==> config.mk <==
export PLATFORM = sky130hd
export DESIGN_NAME = aftab_bus_arbiter4_flat
export DESIGN_NICKNAME = d
export VERILOG_FILES = /design/src/rtl/aftab_bus_arbiter4_pkg.sv /design/src/rtl/aftab_bus_arbiter4_if.sv /design/src/rtl/aftab_bus_arbiter4_dec.sv /design/src/rtl/aftab_bus_arbiter4.sv /design/src/flat_wrapper.sv
export SDC_FILE = /design/constraint.sdc
export NUM_CORES = 1
export LEC_CHECK = 0
export ABC_AREA = 1
export CORE_MARGIN = 3
export CORE_UTILIZATION = 57
export CTS_BUF_LIST = sky130_fd_sc_hd__clkbuf_8
export CTS_CLUSTER_SIZE = 28
export DETAILED_ROUTE_END_ITERATION = 8
export GPL_TIMING_DRIVEN = 0
export PLACE_DENSITY = 0.86
export SETUP_SLACK_MARGIN = 0.1
export SKIP_CTS_REPAIR_TIMING = 1
export SYNTH_ARGS = -nofsm -noshare
export SYNTH_HDL_FRONTEND = slang
export SYNTH_SLANG_ARGS = --single-unit
==> constraint.sdc <==
create_clock -name clk -period 2.6 [get_ports clk]
set_input_delay 0.39 -clock clk [delete_from_list [all_inputs] [get_ports clk]]
set_output_delay 0.39 -clock clk [all_outputs]
set_load 0.005 [all_outputs]
==> src/rtl/aftab_bus_arbiter4_pkg.sv <==
// Shared AFTAB definitions for the 4-way bus arbiter: FSM state encoding,
// requester index constants and the round-robin winner search.
package aftab_bus_arbiter4_pkg;

    typedef enum logic {
        IDLE  = 1'b0,
        GRANT = 1'b1
    } arb_state_t;

    localparam logic [1:0] REQ_FETCH = 2'd0;
    localparam logic [1:0] REQ_DATA  = 2'd1;
    localparam logic [1:0] REQ_CSR   = 2'd2;
    localparam logic [1:0] REQ_DEBUG = 2'd3;

    // The pointer resets to the last index, so the search starts at REQ_FETCH.
    localparam logic [1:0] PTR_RESET = REQ_DEBUG;

    // First set request bit found when scanning from ptr+1 upward, modulo 4.
    // The result is don't-care when req is all zeros.
    function automatic logic [1:0] rr_winner(input logic [3:0] req,
                                             input logic [1:0] ptr);
        logic [1:0] idx;
        logic       found;
        rr_winner = ptr;
        found     = 1'b0;
        for (int i = 1; i <= 4; i++) begin
            idx = ptr + 2'(i);
            if (!found && req[idx]) begin
                rr_winner = idx;
                found     = 1'b1;
            end
        end
    endfunction

endpackage

==> src/rtl/aftab_bus_arbiter4_if.sv <==
// Request/grant bundle between the requesters, the shared memory port and
// the arbiter. The arbiter is the slave side of this bundle.
interface aftab_bus_arbiter4_if;
    logic [3:0] req;
    logic       done;
    logic [3:0] gnt;
    logic [1:0] gntIdx;
    logic       gntValid;
    logic       timeoutErr;

    modport master (
        output req, done,
        input  gnt, gntIdx, gntValid, timeoutErr
    );

    modport slave (
        input  req, done,
        output gnt, gntIdx, gntValid, timeoutErr
    );
endinterface

==> src/rtl/aftab_bus_arbiter4_dec.sv <==
// 2-to-4 one-hot decoder with enable; all zeros when disabled.
module aftab_decoder2to4 (
    input  logic [1:0] dataIn,
    input  logic       En,
    output logic [3:0] dataOut
);

    // Decode the index into a one-hot word when enabled.
    always_comb begin
        // NOTE: default first so every path assigns dataOut and no latch is inferred.
        dataOut = 4'b0000;
        if (En) begin
            dataOut[dataIn] = 1'b1;
        end
    end

endmodule

==> src/rtl/aftab_bus_arbiter4.sv <==
// Four-requester round-robin bus arbiter with completion, abort and
// timeout release. One idle turnaround cycle follows every release.
module aftab_bus_arbiter4
    import aftab_bus_arbiter4_pkg::*;
#(
    parameter int TIMEOUT = 16
) (
    input  logic                 clk,
    input  logic                 rst,
    aftab_bus_arbiter4_if.slave  bus
);

    // Wide enough to hold TIMEOUT; the count tops out at TIMEOUT-1 before release.
    localparam int CNT_W = $clog2(TIMEOUT + 1);

    arb_state_t        r_state;
    logic [1:0]        r_ptr;
    logic [1:0]        r_gntIdx;
    logic              r_gntValid;
    logic              r_timeoutErr;
    logic [CNT_W-1:0]  r_cnt;

    arb_state_t        w_state_nxt;
    logic [1:0]        w_ptr_nxt;
    logic [1:0]        w_gntIdx_nxt;
    logic              w_gntValid_nxt;
    logic              w_timeoutErr_nxt;
    logic [CNT_W-1:0]  w_cnt_nxt;

    logic [1:0]        w_winner;
    logic              w_done;
    logic              w_abort;
    logic              w_timeout;

    assign w_winner  = rr_winner(bus.req, r_ptr);
    assign w_done    = bus.done;
    assign w_abort   = !bus.req[r_gntIdx];
    assign w_timeout = (r_cnt == CNT_W'(TIMEOUT - 1));

    // State and output registers with synchronous active-low reset.
    always_ff @(posedge clk) begin
        // NOTE: non-blocking assignments so every register samples pre-edge values.
        if (!rst) begin
            r_state      <= IDLE;
            r_ptr        <= PTR_RESET;
            r_gntIdx     <= 2'd0;
            r_gntValid   <= 1'b0;
            r_timeoutErr <= 1'b0;
            r_cnt        <= '0;
        end else begin
            r_state      <= w_state_nxt;
            r_ptr        <= w_ptr_nxt;
            r_gntIdx     <= w_gntIdx_nxt;
            r_gntValid   <= w_gntValid_nxt;
            r_timeoutErr <= w_timeoutErr_nxt;
            r_cnt        <= w_cnt_nxt;
        end
    end

    // Next-state logic: arbitrate in IDLE, watch release events in GRANT.
    // Release priority is done, then abort, then timeout; only a pure
    // timeout raises the error pulse.
    always_comb begin
        w_state_nxt      = r_state;
        w_ptr_nxt        = r_ptr;
        w_gntIdx_nxt     = r_gntIdx;
        w_gntValid_nxt   = r_gntValid;
        w_timeoutErr_nxt = 1'b0;
        w_cnt_nxt        = r_cnt;
        case (r_state)
            IDLE: begin
                if (|bus.req) begin
                    w_state_nxt    = GRANT;
                    w_gntIdx_nxt   = w_winner;
                    w_gntValid_nxt = 1'b1;
                    w_cnt_nxt      = '0;
                end
            end
            GRANT: begin
                if (w_done || w_abort || w_timeout) begin
                    w_state_nxt      = IDLE;
                    w_gntValid_nxt   = 1'b0;
                    w_ptr_nxt        = r_gntIdx;
                    w_cnt_nxt        = '0;
                    w_timeoutErr_nxt = !w_done && !w_abort;
                end else begin
                    w_cnt_nxt = r_cnt + 1'b1;
                end
            end
            default: begin
                w_state_nxt    = IDLE;
                w_gntValid_nxt = 1'b0;
            end
        endcase
    end

    assign bus.gntIdx     = r_gntIdx;
    assign bus.gntValid   = r_gntValid;
    assign bus.timeoutErr = r_timeoutErr;

    aftab_decoder2to4 u_gnt_dec (
        .dataIn  (r_gntIdx),
        .En      (r_gntValid),
        .dataOut (bus.gnt)
    );

endmodule

==> src/flat_wrapper.sv <==
// flat-port wrapper written by rule: the top's interface ports become plain ports
module aftab_bus_arbiter4_flat import aftab_bus_arbiter4_pkg::*;
#(
    parameter int TIMEOUT = 16
)
  (clk, rst, bus_req, bus_done, bus_gnt, bus_gntIdx, bus_gntValid, bus_timeoutErr);
  aftab_bus_arbiter4_if bus_i ();
  input  logic clk;
  input  logic rst;
  input wire logic [$bits(bus_i.req)-1:0] bus_req;
  input wire logic [$bits(bus_i.done)-1:0] bus_done;
  output wire logic [$bits(bus_i.gnt)-1:0] bus_gnt;
  output wire logic [$bits(bus_i.gntIdx)-1:0] bus_gntIdx;
  output wire logic [$bits(bus_i.gntValid)-1:0] bus_gntValid;
  output wire logic [$bits(bus_i.timeoutErr)-1:0] bus_timeoutErr;
  assign bus_i.req = bus_req;
  assign bus_i.done = bus_done;
  assign bus_gnt = bus_i.gnt;
  assign bus_gntIdx = bus_i.gntIdx;
  assign bus_gntValid = bus_i.gntValid;
  assign bus_timeoutErr = bus_i.timeoutErr;
  aftab_bus_arbiter4 #(.TIMEOUT(TIMEOUT)) u_core (.clk(clk), .rst(rst), .bus(bus_i));
endmodule
==> metrics.md <==
| Metric | Value |
|---|---|
| WL final | 1.75 mm |
| Worst R2R Start | u_core.r_cnt[0] |
| Fill cell count | 101 |
| First-pass GRT wire length | 3.04 mm |
| Gr usage total | 0.208 |
| Hold wc startpoint | u_core.r_cnt[3] |
| FF+latch count, synth | 12 |
| Fin. Hold Viols | 0 |
| Chip height | 43.8 microns |
| Register area share after synthesis | 0.294 |
| Average size of a mapped cell | 6.58 sq um |
| Final setup fails | 0 |
| Placed Cells | 153 |
| Die width | 43.8 microns |
| Final cell count without fillers | 157 |
| Crit Path Category | reg -> out |
| Pwr Density | 654 nW/um^2 |
| Routed length per instance | 11.1 microns |
| Worst EP arrival | 1510 ps |
| DRT Pass-1 Iters | 4 |
| Area of the multi-input gates | 485 sq um |
| Least-Margin Pin Slew | 388 ps |
| Vias | 815 |
| CTS Buffer Depth | 2 |
| Initial core utilization | 0.619 |
| Total global routing overflow | 0 |
| Core footprint | 1320 sq um |
| Cell variety after synth | 22 |
| Top post-synthesis cells by area | dfxtp_1 (29%), nand2_1 (14%), inv_1 (8.3%), nand2_2 (6.9%), a21oi_1 (5.5%) |
| Slew HR | 0.740 |
| Largest net degree at the start of global routing | 11 |
| PnR worst setup slack | 699 ps |
| Mapped cell area | 816 sq um |
| Setup TNS Final | 0 ps |
| DR DRC count | 0 |
| Layout area overhead | 26.2% |
| CTS buffer count | 3 |
| HP Class | reg -> reg |
| Status | finished clean |
| Pleak | 0.467 nW |
| Final Wtd Congestion | 0.811 |
| Vias in the first global route | 769 |
| Number of max-cap violations | 0 |
| Fin crit share | 0.731 |
| Hpwl dp | 1.37 mm |
| Post-Route Skew | 2.92 ps |
| Layout Nets | 152 |
| Worst-skew pair later-pin latency | 240 ps |
| Buffers on Ports | 14 |
| Dominant cell by count in the synthesized netlist | nand2_1 |
| Maximum vdd drop | 0.554 mV |
| DP Worst Slack | 795 ps |
| RSZ-0062 raised after global routing | false |
| Share of cells above drive strength 1 | 0.176 |
| Syn Inst Count | 124 |
| EDFF count, synth | 0 |
| Syn nets | 133 |
| Crit start category | flip-flop |
| Via density per instance | 5.19 |
| Initial antenna violation count | 0 |
| Synth async-reset ratio | 0 |
| Register area | 240 sq um |
| DRT iter0 DRCs | 16 |
| Slowest cell on crit path | clkdlybuf4s50_1 |
| Pins over their slew limit | 0 |
| Num ports | 15 |
| Critical path origin | u_core.bus.gntIdx[0] |
| Synth warnings | 0 |
| Clk sink count | 12 |
| Fin Hold WS | 465 ps |
| Critical path capture point type | primary output |
| CP Max Fanout | 7 |
| Die area | 1920 sq um |
| Synth cell count leaders | nand2_1 (31), inv_1 (18), dfxtp_1 (12) |
| Ys flop type | dfxtp_1 |
| Reg clk slew, reported paths | 50 ps |
| H-tree depth | 1 |
| CP peak stage delay | 520 ps |
| TritonCTS clock tree | built |
| Maximum clock frequency | 0.526 GHz |
| Num rows | 13 |
| Final core occ | 0.782 |
| Post-layout minimum cycle time | 1900 ps |
| Root buffer cell | clkbuf_8 |
| Antenna cell count | 0 |
| ANT nets after route | 0 |
| Post-synth top area share | 0.294 |
| Post-synth top area cell | dfxtp_1 |
| CP cell instances | inv_1 > nor3_1 > clkdlybuf4s50_1 |
| WP data required | 2210 ps |
[flip-flops by register name (all words and copies together), names as in the netlist]
register / count
u_core.r_state: 1
u_core.r_ptr: 2
u_core.r_cnt: 5
u_core.bus.gntIdx: 2
u_core.bus.timeoutErr: 1
u_core.bus.gntValid: 1
[layout make-up]
class                      instances  area share
buffer                             2      0.0146
clock buffer                       4      0.0535
inverter                          20      0.0729
multi-input combinational         90       0.471
sequential                        12       0.233
tap                               15      0.0182
timing repair buffer              14       0.136
[metrics by stage]
| stage | total power, mW | area [sq um] |
|---|---|---|
| 2_1_floorplan | 0.396 | 816 |
| 3_3_place_gp | 0.465 | 975 |
| 3_5_place_dp | 0.473 | 975 |
| 4_1_cts | 0.677 | 1030 |
| 5_1_grt | 0.717 | 1030 |
| 6_report | 0.674 | 1030 |
[critical path, delay by kind of cell (launching register included)]
kind	cells	cell delay, ps
DFF	1	420
and+or+nand+nor	1	180
buffers and inverters	2	660
[per-layer routing]
layer	GRT usage	share of wire	up-vias
met4	0.0723	0.0080	0
met5	0	0	-
li1	-	-	436
met2	0.328	0.47	15
met1	0.263	0.47	360
met3	0.0705	0.044	4
[where the power goes]
group	leakage (nW)	internal [mW]	total (mW)	switching, mW
logic	0.340	0.103	0.247	0.144
registers	0.0984	0.202	0.221	0.0195
clock network	0.0288	0.134	0.205	0.0712
total	0.467	0.439	0.674	0.235
[layout by cell type, fill, tap and decap left out]
| cell | count |
|---|---|
| nand3_1 | 5 |
| o211ai_1 | 3 |
| dfxtp_1 | 12 |
| clkdlybuf4s50_1 | 14 |
| o21ai_0 | 1 |
| nor2_1 | 9 |
| nor2_4 | 1 |
| o21ai_1 | 2 |
| nand3_2 | 2 |
| nand2_4 | 1 |
| nor3_1 | 3 |
| o21ai_2 | 2 |
| xor2_1 | 1 |
| buf_4 | 2 |
| clkbuf_8 | 4 |
| inv_1 | 18 |
| nand2_1 | 31 |
| a21oi_2 | 2 |
| a21oi_1 | 9 |
| nand4_1 | 6 |
| inv_2 | 2 |
| ha_1 | 2 |
| o21a_1 | 1 |
| nand2_2 | 9 |
[worst paths after layout]
kind                         endpoint  slack [ps]  depth (start not counted)
setup / recovery           bus_gnt[1]         700                          3
hold / removal        u_core.r_cnt[3]         470                          2
setup reg to reg  u_core.bus.gntValid        1160                          9
hold reg to reg       u_core.r_cnt[3]         470                          2
[logic make-up (layout without fill, tap and decap cells)]
family	Yosys count	count (layout)	synth area share
adder cells (fa/ha/maj)	2	2	0.0307
AO/OA/AOI/OAI	20	20	0.153
flip-flops	12	12	0.294
buffers and inverters	22	40	0.110
AND/OR/NAND/NOR	67	67	0.400
XOR/XNOR	1	1	0.0107
(Power assumes the default switching activity.)
